[config.mk]
export PLATFORM = sky130hd
export DESIGN_NAME = wb_ctrl_sequencer_flat
export DESIGN_NICKNAME = d
export VERILOG_FILES = /design/src/rtl/wb_ctrl_pkg.sv /design/src/rtl/wb_ctrl_if.sv /design/src/rtl/wb_cal_timer.sv /design/src/rtl/wb_ctrl_sequencer.sv /design/src/flat_wrapper.sv
export SDC_FILE = /design/constraint.sdc
export NUM_CORES = 1
export LEC_CHECK = 0
export ABC_CLOCK_PERIOD_IN_PS = 2000
export BUFFER_PORTS_ARGS = -buffer_cell sky130_fd_sc_hd__buf_2
export CAP_MARGIN = 10
export CORE_MARGIN = 4
export CORE_UTILIZATION = 40
export CTS_BUF_LIST = sky130_fd_sc_hd__clkbuf_16
export CTS_CLUSTER_SIZE = 24
export DETAILED_ROUTE_END_ITERATION = 10
export PLACE_DENSITY = 0.61
export SLEW_MARGIN = 0
export SYNTH_ARGS = -nofsm -noshare
export SYNTH_HDL_FRONTEND = slang
export SYNTH_SLANG_ARGS = --single-unit
[constraint.sdc]
create_clock -name clk_i -period 2 [get_ports clk_i]
set_clock_uncertainty 0.15 [all_clocks]
set_input_delay 0.1 -clock clk_i [delete_from_list [all_inputs] [get_ports clk_i]]
set_output_delay 0.1 -clock clk_i [all_outputs]
set_load 0.05 [all_outputs]
[src/rtl/wb_ctrl_pkg.sv]
// Shared types and constants for the white-balance control path.
// Mode/select codes, cfg address map, FSM state enums, init gain helpers.
// No logic; imported by the sequencer, its calibration timer and the bench.
package wb_ctrl_pkg;

  localparam logic [1:0] MODE_AUTO_GW     = 2'd0;
  localparam logic [1:0] MODE_AUTO_R      = 2'd1;
  localparam logic [1:0] MODE_MANUAL      = 2'd2;
  localparam logic [1:0] MODE_CALIBRATION = 2'd3;

  localparam logic [1:0] SEL_RED   = 2'd0;
  localparam logic [1:0] SEL_GREEN = 2'd1;
  localparam logic [1:0] SEL_BLUE  = 2'd2;

  typedef enum logic [2:0] {
    ADDR_MODE    = 3'd0,
    ADDR_R_COEF  = 3'd1,
    ADDR_G_COEF  = 3'd2,
    ADDR_B_COEF  = 3'd3,
    ADDR_CAL_CMD = 3'd4,
    ADDR_APPLY   = 3'd5,
    ADDR_RSVD6   = 3'd6,
    ADDR_RSVD7   = 3'd7
  } cfg_addr_e;

  typedef enum logic [2:0] {
    AP_IDLE     = 3'd0,
    AP_WAIT_SOF = 3'd1,
    AP_LOCK_R   = 3'd2,
    AP_LOCK_G   = 3'd3,
    AP_LOCK_B   = 3'd4
  } apply_state_e;

  typedef enum logic [1:0] {
    CAL_IDLE = 2'd0,
    CAL_WAIT = 2'd1,
    CAL_STB  = 2'd2
  } cal_state_e;

  // Gain "whole + num_1024/1024" in px_width.fract_width fixed point.
  function automatic logic [31:0] gain_fixed(input int px_width, input int fract_width,
                                             input int whole, input int num_1024);
    logic [63:0] v;
    v = 64'(whole) << fract_width;
    if (fract_width >= 10) v = v + (64'(num_1024) << (fract_width - 10));
    else                   v = v + (64'(num_1024) >> (10 - fract_width));
    v = v & ((64'd1 << (px_width + fract_width)) - 64'd1);
    return v[31:0];
  endfunction

  function automatic logic [31:0] init_coef_r(input int px_width, input int fract_width);
    return gain_fixed(px_width, fract_width, 1, 119);
  endfunction

  function automatic logic [31:0] init_coef_g(input int px_width, input int fract_width);
    return gain_fixed(px_width, fract_width, 1, 0);
  endfunction

  function automatic logic [31:0] init_coef_b(input int px_width, input int fract_width);
    return gain_fixed(px_width, fract_width, 2, 39);
  endfunction

endpackage

[src/rtl/wb_ctrl_if.sv]
// Control bundle from the sequencer into the white-balance corrector.
// All fields are registered by the master; no handshake on this bundle.
// Corrector must sample man_* whenever man_lock is high; no backpressure.
interface wb_ctrl_if;
  logic [1:0]  mode;
  logic [1:0]  man_sel;
  logic [31:0] man_coef;
  logic        man_lock;
  logic        cal_stb;

  modport master (output mode, man_sel, man_coef, man_lock, cal_stb);
  modport slave  (input  mode, man_sel, man_coef, man_lock, cal_stb);
endinterface

[src/rtl/wb_cal_timer.sv]
// Calibration timer: counts SOFs after a command and fires one strobe.
// Strobe appears the cycle after the CAL_FRAMES-th counted SOF.
// No backpressure; command restarts, abort cancels without a strobe.
module wb_cal_timer
  import wb_ctrl_pkg::*;
#(
  parameter int CAL_FRAMES = 4
) (
  input  logic clk,
  input  logic rst_n,
  input  logic cmd,
  input  logic abort,
  input  logic sof,
  output logic stb,
  output logic busy,
  output logic done
);

  localparam int FRAMES = (CAL_FRAMES < 1) ? 1 : CAL_FRAMES;
  localparam int CW     = $clog2(FRAMES + 1);
  localparam logic [CW-1:0] CNT_MAX = CW'(FRAMES);

  cal_state_e    state, state_nxt;
  logic [CW-1:0] cnt, cnt_nxt;
  logic          stb_d, busy_d, done_d;

  // state, counter and registered outputs
  always_ff @(posedge clk or negedge rst_n) begin
    if (!rst_n) begin
      state <= CAL_IDLE;
      cnt   <= '0;
      stb   <= 1'b0;
      busy  <= 1'b0;
      done  <= 1'b0;
    end else begin
      state <= state_nxt;
      cnt   <= cnt_nxt;
      stb   <= stb_d;
      busy  <= busy_d;
      done  <= done_d;
    end
  end

  // next state: command wins (a coincident SOF is not counted), then abort
  always_comb begin
    state_nxt = state;
    cnt_nxt   = cnt;
    if (cmd) begin
      state_nxt = CAL_WAIT;
      cnt_nxt   = '0;
    end else if (abort) begin
      state_nxt = CAL_IDLE;
    end else begin
      case (state)
        CAL_WAIT: begin
          if (sof) begin
            if (cnt != CNT_MAX) cnt_nxt = cnt + 1'b1;
            if (cnt_nxt == CNT_MAX) state_nxt = CAL_STB;
          end
        end
        CAL_STB: state_nxt = CAL_IDLE;
        default: state_nxt = CAL_IDLE;
      endcase
    end
  end

  // output decode from the next state so outputs line up with the state register
  always_comb begin
    stb_d  = (state_nxt == CAL_STB);
    busy_d = (state_nxt != CAL_IDLE);
    done_d = done;
    if (cmd) done_d = 1'b0;
    else if (state == CAL_STB && state_nxt == CAL_IDLE && !abort) done_d = 1'b1;
  end

endmodule

[src/rtl/wb_ctrl_sequencer.sv]
// Shadows WB gains/mode from a cfg port and pushes them as a R/G/B lock burst.
// Burst starts 1 cycle after APPLY (or after next SOF), 3 lock cycles, ready at +4.
// cfg_ready_o low for the whole burst; every write stalls, keeping shadows coherent.
module wb_ctrl_sequencer
  import wb_ctrl_pkg::*;
#(
  parameter int PX_WIDTH    = 10,
  parameter int FRACT_WIDTH = 10,
  parameter int CAL_FRAMES  = 4,
  parameter int SYNC_APPLY  = 1
) (
  input  logic        clk_i,
  input  logic        rst_n_i,
  input  logic        cfg_wr_i,
  input  logic [2:0]  cfg_addr_i,
  input  logic [31:0] cfg_wdata_i,
  output logic        cfg_ready_o,
  input  logic        sof_i,
  wb_ctrl_if.master   wb_ctrl_o,
  output logic        cal_busy_o,
  output logic        cal_done_o
);

  localparam int COEF_WIDTH = PX_WIDTH + FRACT_WIDTH;
  localparam logic [COEF_WIDTH-1:0] INIT_R = COEF_WIDTH'(init_coef_r(PX_WIDTH, FRACT_WIDTH));
  localparam logic [COEF_WIDTH-1:0] INIT_G = COEF_WIDTH'(init_coef_g(PX_WIDTH, FRACT_WIDTH));
  localparam logic [COEF_WIDTH-1:0] INIT_B = COEF_WIDTH'(init_coef_b(PX_WIDTH, FRACT_WIDTH));

  logic                  wr_acc;
  logic                  wr_apply, wr_cal, wr_mode;
  logic [1:0]            mode_q;
  logic [COEF_WIDTH-1:0] shadow_r, shadow_g, shadow_b;

  apply_state_e          ap_state, ap_state_nxt;
  logic                  lock_d;
  logic [1:0]            sel_d;
  logic [COEF_WIDTH-1:0] coef_d;
  logic                  man_lock_q;
  logic [1:0]            man_sel_q;
  logic [31:0]           man_coef_q;
  logic                  cal_stb_q;

  // only the low COEF_WIDTH bits (or two for MODE) carry meaning
  logic unused_wdata;
  assign unused_wdata = ^cfg_wdata_i;

  assign cfg_ready_o = (ap_state == AP_IDLE);
  assign wr_acc      = cfg_wr_i && cfg_ready_o;
  assign wr_apply    = wr_acc && (cfg_addr_i == ADDR_APPLY);
  assign wr_mode     = wr_acc && (cfg_addr_i == ADDR_MODE);
  assign wr_cal      = wr_acc && (cfg_addr_i == ADDR_CAL_CMD) && (mode_q == MODE_CALIBRATION);

  // mode and shadow coefficient registers
  always_ff @(posedge clk_i or negedge rst_n_i) begin
    if (!rst_n_i) begin
      mode_q   <= MODE_AUTO_GW;
      shadow_r <= INIT_R;
      shadow_g <= INIT_G;
      shadow_b <= INIT_B;
    end else if (wr_acc) begin
      case (cfg_addr_i)
        ADDR_MODE:   mode_q   <= cfg_wdata_i[1:0];
        ADDR_R_COEF: shadow_r <= cfg_wdata_i[COEF_WIDTH-1:0];
        ADDR_G_COEF: shadow_g <= cfg_wdata_i[COEF_WIDTH-1:0];
        ADDR_B_COEF: shadow_b <= cfg_wdata_i[COEF_WIDTH-1:0];
        default: ;
      endcase
    end
  end

  // apply FSM state and registered burst outputs; sel/coef hold between bursts
  always_ff @(posedge clk_i or negedge rst_n_i) begin
    if (!rst_n_i) begin
      ap_state   <= AP_IDLE;
      man_lock_q <= 1'b0;
      man_sel_q  <= SEL_RED;
      man_coef_q <= '0;
    end else begin
      ap_state   <= ap_state_nxt;
      man_lock_q <= lock_d;
      if (lock_d) begin
        man_sel_q  <= sel_d;
        man_coef_q <= 32'(coef_d);
      end
    end
  end

  // apply FSM next state; an SOF in the APPLY cycle is seen while still idle
  always_comb begin
    ap_state_nxt = ap_state;
    case (ap_state)
      AP_IDLE:     if (wr_apply) ap_state_nxt = (SYNC_APPLY != 0) ? AP_WAIT_SOF : AP_LOCK_R;
      AP_WAIT_SOF: if (sof_i) ap_state_nxt = AP_LOCK_R;
      AP_LOCK_R:   ap_state_nxt = AP_LOCK_G;
      AP_LOCK_G:   ap_state_nxt = AP_LOCK_B;
      AP_LOCK_B:   ap_state_nxt = AP_IDLE;
      default:     ap_state_nxt = AP_IDLE;
    endcase
  end

  // burst output decode from the next state, registered above
  always_comb begin
    lock_d = 1'b0;
    sel_d  = SEL_RED;
    coef_d = shadow_r;
    case (ap_state_nxt)
      AP_LOCK_R: begin lock_d = 1'b1; sel_d = SEL_RED;   coef_d = shadow_r; end
      AP_LOCK_G: begin lock_d = 1'b1; sel_d = SEL_GREEN; coef_d = shadow_g; end
      AP_LOCK_B: begin lock_d = 1'b1; sel_d = SEL_BLUE;  coef_d = shadow_b; end
      default: ;
    endcase
  end

  wb_cal_timer #(.CAL_FRAMES(CAL_FRAMES)) u_cal_timer (
    .clk   (clk_i),
    .rst_n (rst_n_i),
    .cmd   (wr_cal),
    .abort (wr_mode && (cfg_wdata_i[1:0] != MODE_CALIBRATION)),
    .sof   (sof_i),
    .stb   (cal_stb_q),
    .busy  (cal_busy_o),
    .done  (cal_done_o)
  );

  assign wb_ctrl_o.mode     = mode_q;
  assign wb_ctrl_o.man_lock = man_lock_q;
  assign wb_ctrl_o.man_sel  = man_sel_q;
  assign wb_ctrl_o.man_coef = man_coef_q;
  assign wb_ctrl_o.cal_stb  = cal_stb_q;

endmodule
[src/flat_wrapper.sv]
// flat-port wrapper written by rule: the top's interface ports become plain ports
module wb_ctrl_sequencer_flat import wb_ctrl_pkg::*;
#(
  parameter int PX_WIDTH    = 10,
  parameter int FRACT_WIDTH = 10,
  parameter int CAL_FRAMES  = 4,
  parameter int SYNC_APPLY  = 1
)
  (clk_i, rst_n_i, cfg_wr_i, cfg_addr_i, cfg_wdata_i, cfg_ready_o, sof_i, cal_busy_o, cal_done_o, wb_ctrl_o_mode, wb_ctrl_o_man_sel, wb_ctrl_o_man_coef, wb_ctrl_o_man_lock, wb_ctrl_o_cal_stb);
  wb_ctrl_if wb_ctrl_o_i ();
  input  logic clk_i;
  input  logic rst_n_i;
  input  logic cfg_wr_i;
  input  logic [2:0] cfg_addr_i;
  input  logic [31:0] cfg_wdata_i;
  output logic cfg_ready_o;
  input  logic sof_i;
  output logic cal_busy_o;
  output logic cal_done_o;
  output wire logic [$bits(wb_ctrl_o_i.mode)-1:0] wb_ctrl_o_mode;
  output wire logic [$bits(wb_ctrl_o_i.man_sel)-1:0] wb_ctrl_o_man_sel;
  output wire logic [$bits(wb_ctrl_o_i.man_coef)-1:0] wb_ctrl_o_man_coef;
  output wire logic [$bits(wb_ctrl_o_i.man_lock)-1:0] wb_ctrl_o_man_lock;
  output wire logic [$bits(wb_ctrl_o_i.cal_stb)-1:0] wb_ctrl_o_cal_stb;
  assign wb_ctrl_o_mode = wb_ctrl_o_i.mode;
  assign wb_ctrl_o_man_sel = wb_ctrl_o_i.man_sel;
  assign wb_ctrl_o_man_coef = wb_ctrl_o_i.man_coef;
  assign wb_ctrl_o_man_lock = wb_ctrl_o_i.man_lock;
  assign wb_ctrl_o_cal_stb = wb_ctrl_o_i.cal_stb;
  wb_ctrl_sequencer #(.PX_WIDTH(PX_WIDTH), .FRACT_WIDTH(FRACT_WIDTH), .CAL_FRAMES(CAL_FRAMES), .SYNC_APPLY(SYNC_APPLY)) u_core (.clk_i(clk_i), .rst_n_i(rst_n_i), .cfg_wr_i(cfg_wr_i), .cfg_addr_i(cfg_addr_i), .cfg_wdata_i(cfg_wdata_i), .cfg_ready_o(cfg_ready_o), .sof_i(sof_i), .wb_ctrl_o(wb_ctrl_o_i), .cal_busy_o(cal_busy_o), .cal_done_o(cal_done_o));
endmodule
==> impl_metrics.tcl <==
set metrics [dict create \
    cp.required_ns 2.07 \
    ios 80 \
    finalNetCount 464 \
    syn-instance-count 339 \
    maxSlewViolCount 0 \
    whs_ns -0.00289 \
    numPortBuffers 55 \
    drv_cap 0 \
    rsz0062_at_grt "true" \
    antenna_found_initial 0 \
    grt_pass1_wl_um 14600 \
    status "finished with violations" \
    hp-class "input port to flop" \
    pwr-share-seq_pct 39.9 \
    timing.rr.end "u_core.shadow_g[7]" \
    ir_worst_vdd_mv 0.599 \
    p_sw_share_pct 38.3 \
    fin_cells 564 \
    drt_iter0_markers 71 \
    dp.cells 523 \
    clockBufferDepth 2 \
    route.detailed.drc 0 \
    grt_use_total_pct 14.6 \
    clock-sinks 96 \
    syn_to_final_growth_pct 23.1 \
    worstPathArrival_ns 2.02 \
    r2r_start "u_core.ap_state[0]" \
    die_w_um 111 \
    r2r_slack_ns 0.04 \
    p_sw_mw 3.30 \
    grt_max_degree 44 \
    p_int_mw 5.31 \
    vias 2800 \
    clk_pin_slew_ns 0.06 \
    reg2regPathDepth 4 \
    power_density_nw_per_um2 1640 \
    cp-end-kind "flop" \
    ys_warn_count 0 \
    ys_seq_elements 96 \
    antenna_left 0 \
    die_h_um 111 \
    totalWireLength_um 8350 \
    clk_latency_ns 0.34 \
    power.share.clock_pct 19.3 \
    critPathLaunchType "flop" \
    clock.fmax_ghz 0.511 \
    synth_seq_area_share_pct 56.7 \
    core_um2 10400 \
    relSlewSlack_pct 53.5 \
    crit_type "flop to flop" \
    violations "hold timing" \
    drive_gt1_share_pct 41.4 \
    hold_viol 1 \
    grt-ovfl-total 0 \
    diodes 0 \
    htreeDepth 3 \
    p_leak_nw 2.35 \
    firstDrtPassIters 4 \
    hold_depth 3 \
    combPwrFrac_pct 40.8 \
    die_area_um2 12400 \
    start_util_pct 41.1 \
    rows 37 \
    layout_min_cycle_time_ns 1.96 \
    cts_tree "done" \
    path_max_fanout 20 \
    fin_crit_sh_pct 97.8 \
    gp_congestion 0.704 \
    netlist_area_um2 4270 \
    wl_per_cell_um 14.8 \
    worst_slew_pin_slew_ns 0.698 \
    setup.worst_path.end "u_core.shadow_g[7]" \
    dpl.hpwl_um 5460 \
    timing.critical_path.from "u_core.ap_state[0]" \
    synth.distinct_cells 35 \
    cts_inserted_buffers 9 \
    syn_area_per_cell_um2 12.6 \
    avgViaCountPerCell 4.96 \
    setup_violations 0 \
    root_buffer "clkbuf_16" \
    grt_pass1_vias 2948 \
    power_mw 8.61 \
]
worst min-delay path by stage:
stage	end	from	slack [ns]
after floorplan	u_core.ap_state[0]	rst_n_i	-0.35
after global placement	u_core.wb_ctrl_o.man_coef[17]	rst_n_i	-0.06
final	u_core.ap_state[0]	cfg_addr_i[2]	-0.003
after detailed placement	u_core.wb_ctrl_o.man_coef[17]	rst_n_i	-0.06
after CTS	u_core.ap_state[0]	cfg_addr_i[2]	0.005
after global routing	u_core.ap_state[0]	cfg_addr_i[2]	0.03
through the flow:
stage	utilization, %	hold slack, ns	cell area, um2	setup TNS (ns)	worst slack (ns)
global placement	45.3	-0.0633	4700	0	0.0711
CTS	50.3	0.00501	5220	0	0.00847
detailed placement	45.3	-0.0605	4700	0	0.0392
floorplan	-	-0.346	4310	0	0.0820
global route	50.7	0.0310	5250	-0.0274	-0.0101
finish	50.7	-0.00289	5250	0	0.0430
layout make-up:
type | instances | area, um2
fillers | 966 | 5120
flip-flops and latches | 96 | 2420
multi-input cells | 217 | 1690
repair buffers | 94 | 666
clock buffers | 9 | 225
well taps | 136 | 170
clock inverters | 7 | 63.8
inverters | 5 | 18.8
routing by layer:
metal | GRT usage [%] | share of wire [%] | vias to the layer above
met4 | 6.97 | 2.1 | 0
li1 | - | - | 1351
met1 | 18.4 | 46 | 1383
met5 | 0 | 0 | -
met2 | 24.3 | 49 | 51
met3 | 2.40 | 3.2 | 15
kinds of logic after synthesis:
group                    synth area share, %
AO/OA/AOI/OAI                           8.27
adder cells (fa/ha/maj)                0.586
buffers and inverters                   5.31
flip-flops                              56.7
multiplexers                            18.7
other                                 0.0879
AND/OR/NAND/NOR                         10.4
critical path: stages, from the launching register on:
cell      delay, ns
dfrtp_2        0.45
nor4b_4        0.38
and4bb_2       0.32
buf_12         0.19
mux2_2         0.35
flip-flops by register name, indices dropped and copies added, names as in the netlist:
register,flops
u_core.shadow_b,20
u_core.wb_ctrl_o.mode,2
u_core.u_cal_timer.cnt,3
u_core.u_cal_timer.state,2
u_core.u_cal_timer.done,1
u_core.u_cal_timer.busy,1
u_core.u_cal_timer.stb,1
u_core.wb_ctrl_o.man_coef,20
u_core.wb_ctrl_o.man_sel,2
u_core.ap_state,3
u_core.shadow_g,20
u_core.wb_ctrl_o.man_lock,1
u_core.shadow_r,20
power by group through the flow:
stage | clock (mW) | sequential (mW) | combinational (mW)
2_1_floorplan | 0 | 4.21 | 1.89
3_3_place_gp | 0 | 3.43 | 3.42
3_5_place_dp | 0 | 3.46 | 3.48
4_1_cts | 1.71 | 3.43 | 3.53
5_1_grt | 1.80 | 3.57 | 3.85
6_report | 1.66 | 3.43 | 3.52
cells in the final DEF, fill, tap and decap left out, types with 2 or more instances in the layout:
cell type / n
buf_4: 14
nand3_1: 2
nor2b_1: 2
nor4b_4: 2
dlygate4sd3_1: 23
clkbuf_16: 9
dfstp_2: 13
inv_1: 6
or2_2: 2
mux2i_1: 10
nand4b_1: 2
clkinv_2: 2
conb_1: 12
o21ai_0: 23
buf_12: 3
and4bb_2: 2
and2_1: 2
nand4_1: 3
nand2b_1: 3
ha_1: 2
buf_2: 54
nor3b_1: 11
dfrtp_1: 82
nor2_1: 13
a31oi_1: 2
a31o_2: 2
a21oi_1: 13
nor3b_2: 2
nand2_1: 22
a221oi_1: 10
a21o_1: 3
mux2_2: 62
nor3_1: 2
repair_timing:
action,CTS,global route
hold buffers,23,0
endpoints found under the hold margin,133,0
setup endpoints to repair,0,45
gates resized for setup,0,6
buffers inserted,0,2
synthesized netlist by cell type:
cell      number  area share, %
nor2b_1        2           0.29
dfrtp_1       83             49
buf_4         12            2.1
mux2i_1       10            2.3
mux2_2        62             16
or2_2          2           0.29
clkbuf_1      11           0.97
a31oi_2        1           0.29
a21boi_0       1           0.18
nand2b_1       4           0.59
a211oi_1       1           0.18
nand2_1       22            1.9
and2_1         2           0.29
and4bb_2       2           0.59
a221oi_1      10            2.1
nand3b_1       1           0.18
buf_6          5            1.3
nand3_1        2           0.23
or3b_2         1           0.21
a31o_2         2           0.41
a21oi_1       13            1.5
a21o_1         3           0.53
nand4b_1       2           0.41
nor4b_4        2            1.1
conb_1         1          0.088
nor3_1         3           0.35
dfstp_2       13            8.0
a31oi_1        2           0.29
nor3b_1       13            2.3
nand4_1        3           0.44
buf_2          4           0.47
ha_1           2           0.59
o21ai_0       24            2.8
inv_1          5           0.44
nor2_1        13            1.1
Note: power is estimated with default switching activity, not from simulation.
